$ cat src/rtl/approx_ctrl_pkg.sv
// -----------------------------------------------------------------------------
// approx_ctrl_pkg
// Shared definitions for the approximate-adder sweep controller.
//   sweep_state_e : controller states (IDLE -> RUN -> ACC -> DONE -> IDLE)
//   DEF_N_IN      : default DUT input count (two DEF_N_IN/2-bit operands)
//   DEF_N_OUT     : default DUT output width (DEF_N_IN/2 + 1)
//   DEF_ET        : default error threshold (max allowed |exact - approx|)
// -----------------------------------------------------------------------------
package approx_ctrl_pkg;

   typedef enum logic [1:0] {
      IDLE = 2'd0,
      RUN  = 2'd1,
      ACC  = 2'd2,
      DONE = 2'd3
   } sweep_state_e;

   localparam int DEF_N_IN  = 4;
   localparam int DEF_N_OUT = 3;
   localparam int DEF_ET    = 3;

endpackage : approx_ctrl_pkg

$ cat src/rtl/exact_err_calc.sv
// -----------------------------------------------------------------------------
// exact_err_calc
// Purely combinational reference for one sweep vector: forms the exact sum of
// the two operands packed in vec and returns |exact - approx|.
// Ports:
//   vec    [N_IN-1:0]  : operand pair, a = vec[N_IN/2-1:0], b = vec[N_IN-1:N_IN/2]
//   approx [N_OUT-1:0] : approximate adder result for vec
//   err    [N_OUT-1:0] : absolute difference between exact sum and approx
// -----------------------------------------------------------------------------
module exact_err_calc
   import approx_ctrl_pkg::*;
#(
   parameter int N_IN  = DEF_N_IN,
   parameter int N_OUT = DEF_N_OUT
) (
   input  logic [N_IN-1:0]  vec,
   input  logic [N_OUT-1:0] approx,
   output logic [N_OUT-1:0] err
);

   localparam int HALF = N_IN / 2;

   logic [N_OUT-1:0] a_ext;
   logic [N_OUT-1:0] b_ext;
   logic [N_OUT-1:0] exact;

   always_comb begin
      // N_OUT = HALF + 1, so the sum of two HALF-bit operands never overflows.
      a_ext = N_OUT'(vec[HALF-1:0]);
      b_ext = N_OUT'(vec[N_IN-1:HALF]);
      exact = a_ext + b_ext;
      // Subtract the smaller from the larger so the magnitude never wraps.
      if (exact >= approx) begin
         err = exact - approx;
      end else begin
         err = approx - exact;
      end
   end

endmodule : exact_err_calc

$ cat src/rtl/approx_sweep_ctrl.sv
// -----------------------------------------------------------------------------
// approx_sweep_ctrl
// Exhaustively sweeps every input vector of a combinational approximate adder,
// compares each result against the exact sum and reports the worst-case error,
// the number of erroneous vectors and a pass/fail verdict against ET.
//
// Pipeline: vector k is driven on vec_o, captured together with approx_i into
// a one-stage sample register at the next RUN edge, and accumulated into the
// statistics one edge after that. With N_IN=4 the last accumulation happens in
// ACC, 17 edges after the start-accepting edge, where done is raised.
//
// Ports:
//   clk       : sole clock, rising edge
//   rst_n     : asynchronous active-low reset
//   start     : request a sweep, only sampled in IDLE
//   vec_o     : vector driven to the approximate adder
//   approx_i  : adder result for the current vec_o
//   busy      : high in RUN and ACC
//   done      : one-cycle pulse when the sweep ends
//   pass      : max_err <= ET, valid from done until the next accepted start
//   max_err   : largest |exact - approx| seen in the sweep
//   err_cnt   : number of vectors with nonzero error (saturates at 2^N_IN)
// -----------------------------------------------------------------------------
module approx_sweep_ctrl
   import approx_ctrl_pkg::*;
#(
   parameter int N_IN       = DEF_N_IN,
   parameter int N_OUT      = DEF_N_OUT,
   parameter int ET         = DEF_ET,
   parameter bit EARLY_EXIT = 1'b0
) (
   input  logic             clk,
   input  logic             rst_n,
   input  logic             start,
   output logic [N_IN-1:0]  vec_o,
   input  logic [N_OUT-1:0] approx_i,
   output logic             busy,
   output logic             done,
   output logic             pass,
   output logic [N_OUT-1:0] max_err,
   output logic [N_IN:0]    err_cnt
);

   // Threshold at result width; a threshold beyond the representable range
   // means every error passes.
   localparam logic [N_OUT-1:0] ET_W =
      (ET >= (2 ** N_OUT)) ? {N_OUT{1'b1}} : N_OUT'(ET);

   // err_cnt can never legitimately exceed the number of vectors.
   localparam logic [N_IN:0] CNT_MAX = {1'b1, {N_IN{1'b0}}};

   sweep_state_e     state_q,      state_d;
   logic [N_IN-1:0]  vec_q,        vec_d;
   logic [N_IN-1:0]  smp_vec_q,    smp_vec_d;
   logic [N_OUT-1:0] smp_approx_q, smp_approx_d;
   logic             smp_vld_q,    smp_vld_d;
   logic [N_OUT-1:0] max_err_q,    max_err_d;
   logic [N_IN:0]    err_cnt_q,    err_cnt_d;
   logic             pass_q,       pass_d;

   logic [N_OUT-1:0] smp_err;
   logic             last_vec;
   logic             abort;

   // Error of the sample captured on the previous edge.
   exact_err_calc #(
      .N_IN  (N_IN),
      .N_OUT (N_OUT)
   ) u_err_calc (
      .vec    (smp_vec_q),
      .approx (smp_approx_q),
      .err    (smp_err)
   );

   assign last_vec = (vec_q == {N_IN{1'b1}});
   assign abort    = EARLY_EXIT && smp_vld_q && (smp_err > ET_W);

   // -------------------------------------------------------------------------
   // State and datapath register
   // -------------------------------------------------------------------------
   always_ff @(posedge clk or negedge rst_n) begin
      if (!rst_n) begin
         state_q      <= IDLE;
         vec_q        <= '0;
         smp_vec_q    <= '0;
         smp_approx_q <= '0;
         smp_vld_q    <= 1'b0;
         max_err_q    <= '0;
         err_cnt_q    <= '0;
         pass_q       <= 1'b0;
      end else begin
         state_q      <= state_d;
         vec_q        <= vec_d;
         smp_vec_q    <= smp_vec_d;
         smp_approx_q <= smp_approx_d;
         smp_vld_q    <= smp_vld_d;
         max_err_q    <= max_err_d;
         err_cnt_q    <= err_cnt_d;
         pass_q       <= pass_d;
      end
   end

   // -------------------------------------------------------------------------
   // Next-state and datapath logic
   // -------------------------------------------------------------------------
   always_comb begin
      state_d      = state_q;
      vec_d        = vec_q;
      smp_vec_d    = smp_vec_q;
      smp_approx_d = smp_approx_q;
      smp_vld_d    = 1'b0;
      max_err_d    = max_err_q;
      err_cnt_d    = err_cnt_q;
      pass_d       = pass_q;

      // Accumulation stage: folds in the sample taken one edge earlier. It is
      // only ever valid in RUN or ACC, so it never collides with the clear in
      // IDLE.
      if (smp_vld_q) begin
         if (smp_err > max_err_q) begin
            max_err_d = smp_err;
         end
         if ((smp_err != '0) && (err_cnt_q != CNT_MAX)) begin
            err_cnt_d = err_cnt_q + 1'b1;
         end
      end

      unique case (state_q)
         IDLE: begin
            if (start) begin
               state_d   = RUN;
               vec_d     = '0;
               max_err_d = '0;
               err_cnt_d = '0;
               pass_d    = 1'b0;
            end
         end

         RUN: begin
            smp_vec_d    = vec_q;
            smp_approx_d = approx_i;
            smp_vld_d    = 1'b1;
            vec_d        = vec_q + 1'b1;
            if (abort) begin
               // The sample taken at this same edge is dropped; pass stays
               // low because it was cleared when the sweep started.
               state_d   = DONE;
               smp_vld_d = 1'b0;
               pass_d    = 1'b0;
            end else if (last_vec) begin
               state_d = ACC;
            end
         end

         ACC: begin
            // Final sample is accumulated on this edge; the verdict uses the
            // updated maximum so it is final together with done.
            state_d = DONE;
            pass_d  = (max_err_d <= ET_W);
         end

         DONE: begin
            state_d = IDLE;
         end

         default: begin
            state_d = IDLE;
         end
      endcase
   end

   // -------------------------------------------------------------------------
   // Outputs
   // -------------------------------------------------------------------------
   assign vec_o   = vec_q;
   assign busy    = (state_q == RUN) || (state_q == ACC);
   assign done    = (state_q == DONE);
   assign pass    = pass_q;
   assign max_err = max_err_q;
   assign err_cnt = err_cnt_q;

endmodule : approx_sweep_ctrl

$ cat config.mk
export PLATFORM = sky130hd
export DESIGN_NAME = approx_sweep_ctrl
export DESIGN_NICKNAME = d
export VERILOG_FILES = /design/src/rtl/approx_ctrl_pkg.sv /design/src/rtl/exact_err_calc.sv /design/src/rtl/approx_sweep_ctrl.sv
export SDC_FILE = /design/constraint.sdc
export NUM_CORES = 1
export LEC_CHECK = 0
export ABC_AREA = 1
export CAP_MARGIN = 20
export CORE_MARGIN = 8
export CORE_UTILIZATION = 54
export DETAILED_ROUTE_END_ITERATION = 7
export HOLD_SLACK_MARGIN = 0.08
export PLACE_DENSITY = 0.9
export SYNTH_ARGS = -nofsm -noshare
export SYNTH_HDL_FRONTEND = slang
export SYNTH_SLANG_ARGS = --single-unit
$ cat constraint.sdc
create_clock -name clk -period 3.4 [get_ports clk]
set_input_delay 0.51 -clock clk [delete_from_list [all_inputs] [get_ports clk]]
set_output_delay 0.51 -clock clk [all_outputs]
set_load 0.01 [all_outputs]
==> results of run 1 <==
what timing repair did:
item	4_1_cts	5_1_grt
gates resized for setup	0	2
setup endpoints to repair	0	3
endpoints found under the hold margin	0	0
setup buffers	0	1
worst max-delay path, delay by kind of cell (launching register included):
kind	cells	cell delay [ps]
and+or+nand+nor	9	820
AOI/OAI and AO/OA	2	320
DFF	1	380
adders and majority gates	4	1380
buffers and inverters	4	250
metrics by stage:
step,hold slack [ps],instance area [sq um]
after floorplan,214,1480
after global placement,472,1700
after detailed placement,479,1700
after CTS,511,1720
after global routing,495,1770
final,499,1770
cells in the mapped netlist:
cell type,count
sky130_fd_sc_hd__o21ai_0,9
sky130_fd_sc_hd__nand3_4,1
sky130_fd_sc_hd__nor3_1,3
sky130_fd_sc_hd__clkbuf_1,1
sky130_fd_sc_hd__o21ai_1,2
sky130_fd_sc_hd__inv_1,37
sky130_fd_sc_hd__o21bai_1,1
sky130_fd_sc_hd__buf_2,1
sky130_fd_sc_hd__nand2_1,28
sky130_fd_sc_hd__o21a_1,1
sky130_fd_sc_hd__dfrtp_1,23
sky130_fd_sc_hd__buf_6,1
sky130_fd_sc_hd__fa_1,3
sky130_fd_sc_hd__o22ai_1,2
sky130_fd_sc_hd__nand3_1,10
sky130_fd_sc_hd__o21ai_2,4
sky130_fd_sc_hd__xor2_1,1
sky130_fd_sc_hd__a21oi_2,1
sky130_fd_sc_hd__nor2_1,16
sky130_fd_sc_hd__a21oi_1,6
sky130_fd_sc_hd__a21o_1,1
sky130_fd_sc_hd__nand4_1,4
sky130_fd_sc_hd__ha_1,16
sky130_fd_sc_hd__nand2_2,6
sequential cells by signal, summed over array words and instances (netlist names):
signal,flops
err_cnt,5
smp_vec_q,4
vec_o,4
max_err,3
smp_approx_q,3
state_q,2
pass,1
smp_vld_q,1
final cells by class:
cell class | count | area, sq um | share of cell area
Timing Repair Buffer | 22 | 235 | 0.133
Clock buffer | 4 | 26.3 | 0.0149
Sequential cell | 23 | 576 | 0.326
Tap cell | 31 | 38.8 | 0.0220
Multi-Input combinational cell | 115 | 751 | 0.425
Inverter | 37 | 139 | 0.0787
layer usage:
metal / wire (um) / GRT usage
met5: 0 / 0
met4: 38 / 0.0614
met3: 143 / 0.0295
met1: 1300 / 0.162
met2: 1590 / 0.222
worst min-delay path by stage:
stage / depth (start not counted) / from / to
floorplan: 0 / rst_n / err_cnt[0]$_DFF_PN0_
global placement: 2 / smp_vec_q[2]$_DFFE_PN0P_ / smp_vec_q[2]$_DFFE_PN0P_
detailed placement: 2 / smp_vec_q[0]$_DFFE_PN0P_ / smp_vec_q[0]$_DFFE_PN0P_
CTS: 2 / smp_vec_q[2]$_DFFE_PN0P_ / smp_vec_q[2]$_DFFE_PN0P_
global route: 1 / rst_n / smp_approx_q[1]$_DFFE_PN0P_
finish: 1 / rst_n / smp_vec_q[3]$_DFFE_PN0P_
kinds of logic after synthesis:
logic type      synth area share
compound gates             0.111
simple gates               0.210
xor+xnor                 0.00593
buf+inv                    0.108
fa+ha+maj                  0.176
flops                      0.389
==> results.md, run 1 <==
- DRC: 0
- Largest stage delay on the critical path: ~530 ps
- Commonest non-fill, non-tap cell in the layout: sky130_fd_sc_hd__inv_1
- Clock root cell: sky130_fd_sc_hd__clkbuf_4
- Origin of the critical flop-to-flop path: smp_vec_q[2]$_DFFE_PN0P_
- Final worst setup slack: ~210 ps
- Area share of the largest cell type after synthesis: 0.390
- # fillers: 222
- Distinct cell type count of the synthesized netlist: 24
- Total I/O pin count: 21
- Standard cell core area: ~0.0027 sq mm
- Routability congestion estimate: between 0.8 and 0.9
- Max Clock Freq: ~310 MHz
- Number of nets in the final layout: about 230
- Antenna violations before repair: 0
- Routed length per instance: 13.3 um
- Actual transition at the worst max-transition pin: just under 500 ps
- Leading cell types in the layout, fill and taps excluded: sky130_fd_sc_hd__inv_1 (37), sky130_fd_sc_hd__nand2_1 (28), sky130_fd_sc_hd__dfrtp_1 (23), sky130_fd_sc_hd__clkdlybuf4s50_1 (20)
- Post-route minimum period: ~3200 ps
- Clock-pin slew reported for the worst setup and hold paths after clock tree synthesis: roughly 130 ps
- DRT iter0 DRCs: 48
- Sum of overflow across all layers after global routing: 0
- Growth of design area from synthesis to finish: 19.5%
- Maximum number of pins on one net before global-route repair: 24
- Port-buffer cells: 20
- Yosys top cell by area: sky130_fd_sc_hd__dfrtp_1
- Standard-cell rows: 19
- Worst setup path end: max_err[0]$_DFF_PN0_
- Critical Path Start Type: register
- Post-synth net total: between 200 and 250
- Ant. Diodes: 0
- Slowest cell on the critical path: sky130_fd_sc_hd__fa_1
- Clock tree from TritonCTS: built
- Type of the tightest min-delay check: input pin to async pin
- CP Launch Point: smp_vec_q[2]$_DFFE_PN0P_
- Overall routed net length: 3070 um
- Post-route setup TNS: 0 ps
- Sinks on Clock Net: 23
- Number of detailed-routing iterations run before antenna repair: 4
- CTS buffer count: 3
- Starting Density: 0.550
- Period Utilization, post-route: 0.939
- Detail Route Antenna Nets: 0
- Cell count after placement: between 200 and 250
- Half-perimeter wire length of the detailed placement result: 2080 um
- Number of vias in the routed layout: around 1200
- Worst reg-to-reg setup slack: around 210 ps
- Kind of critical path: register to register
- Maximum fanout along the worst path: 4
- Worst-case headroom to the max-slew limit: 0.669
- Worst path cell trace: ha_1 > inv_1 > fa_1 > inv_1 > fa_1 > nand2_1 > inv_1 > nor2_1 > nand3_1 > nand2_2 > inv_1 > ha_1 > nand2_1 > nor2_1 > o21ai_2 > o21bai_2 > nand2_1 > nand2_1 > nor2_1
- Clk buf depth: 2
- GRT Overall Usage: 0.134
- Number of global-route vias before repair: approximately 1200
- Global-route wire length before repair: 4840 um
- Final design utilization: 0.657
- Maximum Capacitance Violations: 0
- Mean Syn Cell Area: about 8.3 sq um
- Synthesized area: between 0.001 and 0.0015 sq mm
- Largest cells by area after synthesis: sky130_fd_sc_hd__dfrtp_1 (39%), sky130_fd_sc_hd__ha_1 (14%), sky130_fd_sc_hd__inv_1 (9.4%), sky130_fd_sc_hd__nand2_1 (7.1%), sky130_fd_sc_hd__fa_1 (4.1%)
- Chip Height: between 60 and 70 um
- Clock insertion delay at the later pin of the skew report: around 310 ps
- Post-detailed-route via-to-cell ratio: slightly above 5
- Number of cells produced by synthesis: roughly 180
- Crit path capture type: register
- Arrival time at the worst endpoint: 3450 ps
- Fraction of final layout cells with drive strength greater than 1: 0.0945
- Req. time, crit path: between 3000 and 4000 ps
- Fin cells: around 230
- Pins over their slew limit: 0
- Sequential-to-total area share from yosys stat: 0.390
- Result of the run: completed
- Number of hold-repair buffers added at the cts stage: 0
- Die Area: ~0.0047 sq mm
- Reg-to-reg critical path endpoint: max_err[0]$_DFF_PN0_
- Worst Reg-to-Reg Cells: 19
- Worst setup slack after placement: 187 ps
- Setup Viol. Count Final: 0
- Number of synthesized register bits: 23
- CTS H-tree depth: 1
- Die span in x: between 60 and 70 um
- Count of synthesis-stage warnings from yosys: 0
- Skew final: ~5 ps
- Final-report hold violation count: 0
Power of run 1 is not shown: default switching activity piles up to over one toggle a cycle in this logic, so the estimate is an artifact.
==> run 2, diff against run 1 <==
PLACE_DENSITY = 0.79   (was 0.9)
==> run 2 against run 1 <==
Compared with the run above: non-clock buffer count is 2 higher; cell count is 0.86% higher; critical path depth unchanged; global-route usage up 1.5 points; sequential cell count unchanged; core utilization increased by 0.19 points; routed wire length down 0.55%; fmax increased by 0.32%.
==> results.md, run 2 (synthesis gave the netlist of run 1 again) <==
- Standard-cell rows: 19
- DRT iter0 DRCs: 40
- Number of nets in the final layout: roughly 230
- Final worst setup slack: roughly 220 ps
- # fillers: about 230
- Slowest cell on the critical path: sky130_fd_sc_hd__fa_1
- Setup Viol. Count Final: 0
- CTS buffer count: 3
- Fin cells: 234
- Actual transition at the worst max-transition pin: between 400 and 500 ps
- Chip Height: about 68 um
- Half-perimeter wire length of the detailed placement result: between 2000 and 2500 um
- Req. time, crit path: approximately 3600 ps
- Worst path cell trace: ha_1 > inv_1 > fa_1 > inv_1 > fa_1 > nand2_1 > inv_1 > nor2_1 > nand3_1 > nand2_2 > inv_1 > ha_1 > nand2_1 > nor2_2 > o21ai_2 > o21bai_2 > nand2_1 > nand2_1 > nor2_1
- Final-report hold violation count: 0
- Global-route wire length before repair: 5440 um
- Arrival time at the worst endpoint: 3390 ps
- Sum of overflow across all layers after global routing: 0
- Number of vias in the routed layout: about 1200
- Maximum fanout along the worst path: 4
- Critical Path Start Type: register
- Period Utilization, post-route: 0.936
- Growth of design area from synthesis to finish: 19.8%
- Fraction of final layout cells with drive strength greater than 1: 0.108
- Starting Density: 0.550
- Type of the tightest min-delay check: input pin to async pin
- Clock-pin slew reported for the worst setup and hold paths after clock tree synthesis: roughly 130 ps
- Antenna violations before repair: 0
- Sinks on Clock Net: 23
- Max Clock Freq: 314 MHz
- Result of the run: completed
- Ant. Diodes: 0
- WHS: 488 ps
- Skew final: about 8.5 ps
- Total I/O pin count: 21
- CTS H-tree depth: 1
- Number of detailed-routing iterations run before antenna repair: 4
- Clock insertion delay at the later pin of the skew report: 310 ps
- GRT Overall Usage: 0.149
- Leading cell types in the layout, fill and taps excluded: sky130_fd_sc_hd__inv_1 (37), sky130_fd_sc_hd__nand2_1 (28), sky130_fd_sc_hd__dfrtp_1 (23), sky130_fd_sc_hd__clkdlybuf4s50_1 (20), sky130_fd_sc_hd__ha_1 (16)
- Standard cell core area: ~0.0027 sq mm
- Number of global-route vias before repair: between 1000 and 1500
- Clk buf depth: 2
- Number of hold-repair buffers added at the cts stage: 0
- DRC: 0
- Crit path capture type: register
- Pins over their slew limit: 0
- Maximum number of pins on one net before global-route repair: 24
- Routed length per instance: roughly 13 um
- Largest stage delay on the critical path: approximately 530 ps
- Post-detailed-route via-to-cell ratio: between 5 and 6
- Clock tree from TritonCTS: built
- Worst setup slack after placement: between 150 and 200 ps
- Commonest non-fill, non-tap cell in the layout: sky130_fd_sc_hd__inv_1
- Port-buffer cells: 20
- Post-route minimum period: approximately 3200 ps
- Kind of critical path: register to register
- Die span in x: just under 70 um
- Routability congestion estimate: about 0.85
- Cell count after placement: ~230
- Clock root cell: sky130_fd_sc_hd__clkbuf_4
- Number of flip-flops in the largest register: 5
- Overall routed net length: about 3100 um
- Detail Route Antenna Nets: 0
- Die Area: 0.00467 sq mm
- Worst-case headroom to the max-slew limit: 0.671
- Maximum Capacitance Violations: 0
## run 2: final cells by class
class	count	area (sq um)	share of cell area
clock buffer	4	26.3	0.0148
inverter	37	139	0.0784
multi-input combinational	115	753	0.425
sequential	23	576	0.325
tap	31	38.8	0.0219
timing repair buffer	24	238	0.134
## run 2: worst max-delay path: cells and delay by family (launching register included)
kind                       cells  cell delay [ps]
AOI/OAI and AO/OA              2              360
adders and majority gates      4             1380
buffers and inverters          4              240
DFF                            1              390
and+or+nand+nor                9              730
## run 2: final timing paths
| kind | slack [ps] | startpoint | cells after the start | end |
|---|---|---|---|---|
| setup / recovery | 220 | smp_vec_q[2]$_DFFE_PN0P_ | 19 | max_err[1]$_DFF_PN0_ |
| min in group clk | 540 | vec_o[3]$_DFFE_PN0P_ | 2 | smp_vec_q[3]$_DFFE_PN0P_ |
| setup reg to reg | 220 | smp_vec_q[2]$_DFFE_PN0P_ | 19 | max_err[1]$_DFF_PN0_ |
| hold reg to reg | 540 | vec_o[3]$_DFFE_PN0P_ | 2 | smp_vec_q[3]$_DFFE_PN0P_ |
| max in group asynchronous | 2460 | rst_n | 2 | max_err[1]$_DFF_PN0_ |
| hold / removal | 490 | rst_n | 1 | vec_o[0]$_DFFE_PN0P_ |
## run 2: stage by stage
| step | TNS, ps | cell area (sq um) | utilization |
|---|---|---|---|
| after floorplan | 0 | 1480 | - |
| after global placement | 0 | 1700 | 0.632 |
| after detailed placement | 0 | 1700 | 0.632 |
| after CTS | 0 | 1720 | 0.641 |
| after global routing | -45.4 | 1770 | 0.659 |
| final | 0 | 1770 | 0.659 |
## run 2: repair_timing
action / 4_1_cts / 5_1_grt
gates resized for setup: 0 / 3
setup endpoints to repair: 0 / 2
setup buffers: 0 / 3
## run 2: routing by layer
metal  vias up  track usage  part of all wire
met5         -            0                 0
met4         0       0.0460            0.0065
met3         4       0.0409             0.038
met2        15        0.279              0.53
met1       586        0.157              0.43
li1        609            -                 -
Power of run 2 is left out for the same reason.
==> run 3, diff against run 2 <==
CORE_UTILIZATION = 58   (was 54)
PLACE_DENSITY = 0.84   (was 0.79)
clock period = 3.8 ns   (was 3.4 ns; I/O delays follow)
==> run 3 against run 2 <==
Compared with the run above: routed wire length down 7.0%; fmax down 1.4%; sequential cell count unchanged; via count fell by 2.2%; highest routed layer unchanged.
==> results.md, run 3 (synthesis gave the netlist of run 1 again) <==
- Skew final: between 2 and 3 ps
- Maximum fanout along the worst path: 4
- Number of flip-flops in the largest register: 5
- Highest routing layer actually used: met4
- Half-perimeter wire length of the detailed placement result: ~2300 um
- Clock tree from TritonCTS: built
- Pins over their slew limit: 0
- Arrival time at the worst endpoint: ~3400 ps
- Ant. Diodes: 0
- Standard-cell rows: 18
- Clock-pin slew reported for the worst setup and hold paths after clock tree synthesis: between 100 and 150 ps
- # fillers: around 180
- Worst reg-to-reg setup slack: about 570 ps
- Overall routed net length: around 2800 um
- Post-route minimum period: 3230 ps
- Final instance area: 0.00175 sq mm
- Standard cell core area: 0.00245 sq mm
- Detail Route Antenna Nets: 0
- Die span in x: around 66 um
- DRT iter0 DRCs: 44
- Global-route wire length before repair: 4910 um
- Number of vias in the routed layout: approximately 1200
- Setup Viol. Count Final: 0
- Wire length on met1: roughly 1200 um
- Leading cell types in the layout, fill and taps excluded: sky130_fd_sc_hd__inv_1 (37), sky130_fd_sc_hd__nand2_1 (28), sky130_fd_sc_hd__dfrtp_1 (23), sky130_fd_sc_hd__clkdlybuf4s50_1 (20)
- Total I/O pin count: 21
- Kind of critical path: register to register
- Sinks on Clock Net: 23
- Chip Height: approximately 66 um
- Antenna violations before repair: 0
- Req. time, crit path: roughly 4000 ps
- GRT Overall Usage: 0.138
- Actual transition at the worst max-transition pin: 490 ps
- Routed length per instance: around 12 um
- Post-route setup TNS: 0 ps
- CTS buffer count: 3
- Reg-to-reg critical path endpoint: max_err[0]$_DFF_PN0_
- Post-place instance area: 0.00170 sq mm
- DRC: 0
- Number of nets in the final layout: around 230
- Number of detailed-routing iterations run before antenna repair: 4
- Number of hold-repair buffers added at the cts stage: 0
- Routability congestion estimate: between 0.7 and 0.8
- Setup repair after global routing missed its margin: false
- Crit path capture type: register
- Number of global-route vias before repair: 1234
- Clock root cell: sky130_fd_sc_hd__clkbuf_4
- CTS H-tree depth: 1
- Clock insertion delay at the later pin of the skew report: roughly 300 ps
- Worst Reg-to-Reg Cells: 18
- Maximum Capacitance Violations: 0
- Growth of design area from synthesis to finish: 18.4%
- WHS: 482 ps
- Starting Density: 0.602
- Clk buf depth: 2
- Critical Path Start Type: register
- Fraction of final layout cells with drive strength greater than 1: 0.0800
- Sum of overflow across all layers after global routing: 0
- Origin of the critical flop-to-flop path: smp_vec_q[0]$_DFFE_PN0P_
- Type of the tightest min-delay check: input pin to async pin
- Maximum number of pins on one net before global-route repair: 24
- Number of cells upsized or downsized after cts: 0
- Final-report hold violation count: 0
- Cell count after placement: 225
- Routed length on met2: 1440 um
- Worst-case headroom to the max-slew limit: 0.673
- Buffer count from post-CTS setup fixing: 0
- Period Utilization, post-route: 0.849
- Port-buffer cells: 20
- Die Area: roughly 0.0044 sq mm
- Max Clock Freq: around 310 MHz
- Met3 routed wirelength: 106 um
- Result of the run: completed
- Fin cells: 230
- Commonest non-fill, non-tap cell in the layout: sky130_fd_sc_hd__inv_1
- Post-detailed-route via-to-cell ratio: ~5.2
[run 3: through the flow]
step	util	setup WS (ps)
floorplan	-	818
global placement	0.691	732
detailed placement	0.691	582
CTS	0.701	558
global route	0.713	281
finish	0.713	574
[run 3: layout make-up]
type	count	area, sq um	area share
clock buffers	4	26.3	0.0150
multi-input cells	115	743	0.425
inverters	37	139	0.0794
flip-flops and latches	23	576	0.329
well taps	30	37.5	0.0215
repair buffers	21	228	0.130
[run 3: worst max path at each step]
| stage | startpoint | end | slack (ps) | cells after the start |
|---|---|---|---|---|
| after detailed placement | smp_vec_q[0]$_DFFE_PN0P_ | max_err[0]$_DFF_PN0_ | 580 | 18 |
| final | smp_vec_q[0]$_DFFE_PN0P_ | max_err[0]$_DFF_PN0_ | 570 | 18 |
| after global routing | smp_vec_q[0]$_DFFE_PN0P_ | max_err[1]$_DFF_PN0_ | 280 | 18 |
| after global placement | smp_vec_q[0]$_DFFE_PN0P_ | max_err[1]$_DFF_PN0_ | 730 | 18 |
| after CTS | smp_vec_q[0]$_DFFE_PN0P_ | max_err[0]$_DFF_PN0_ | 560 | 18 |
| after floorplan | smp_vec_q[0]$_DFFE_PN0P_ | max_err[0]$_DFF_PN0_ | 820 | 18 |
[run 3: critical path, cell delays in order (launching register included)]
cell and delay, ps:
sky130_fd_sc_hd__dfrtp_1 390, sky130_fd_sc_hd__ha_1 150, sky130_fd_sc_hd__inv_1 50, sky130_fd_sc_hd__fa_1 520, sky130_fd_sc_hd__inv_1 80, sky130_fd_sc_hd__fa_1 410
sky130_fd_sc_hd__nand2_1 80, sky130_fd_sc_hd__inv_1 30, sky130_fd_sc_hd__nor2_1 70, sky130_fd_sc_hd__nand3_1 80, sky130_fd_sc_hd__nand2_2 110, sky130_fd_sc_hd__inv_1 70
sky130_fd_sc_hd__ha_1 290, sky130_fd_sc_hd__a21o_1 160, sky130_fd_sc_hd__o21ai_1 220, sky130_fd_sc_hd__o21bai_1 220, sky130_fd_sc_hd__nand2_1 90, sky130_fd_sc_hd__nand2_1 70
sky130_fd_sc_hd__nor2_1 50
[run 3: layer usage]
layer  GRT usage  up-vias
li1            -      604
met3      0.0235        6
met5           0        -
met1       0.154      553
met4      0.0667        0
met2       0.247       24
Power of run 3 is left out for the same reason.
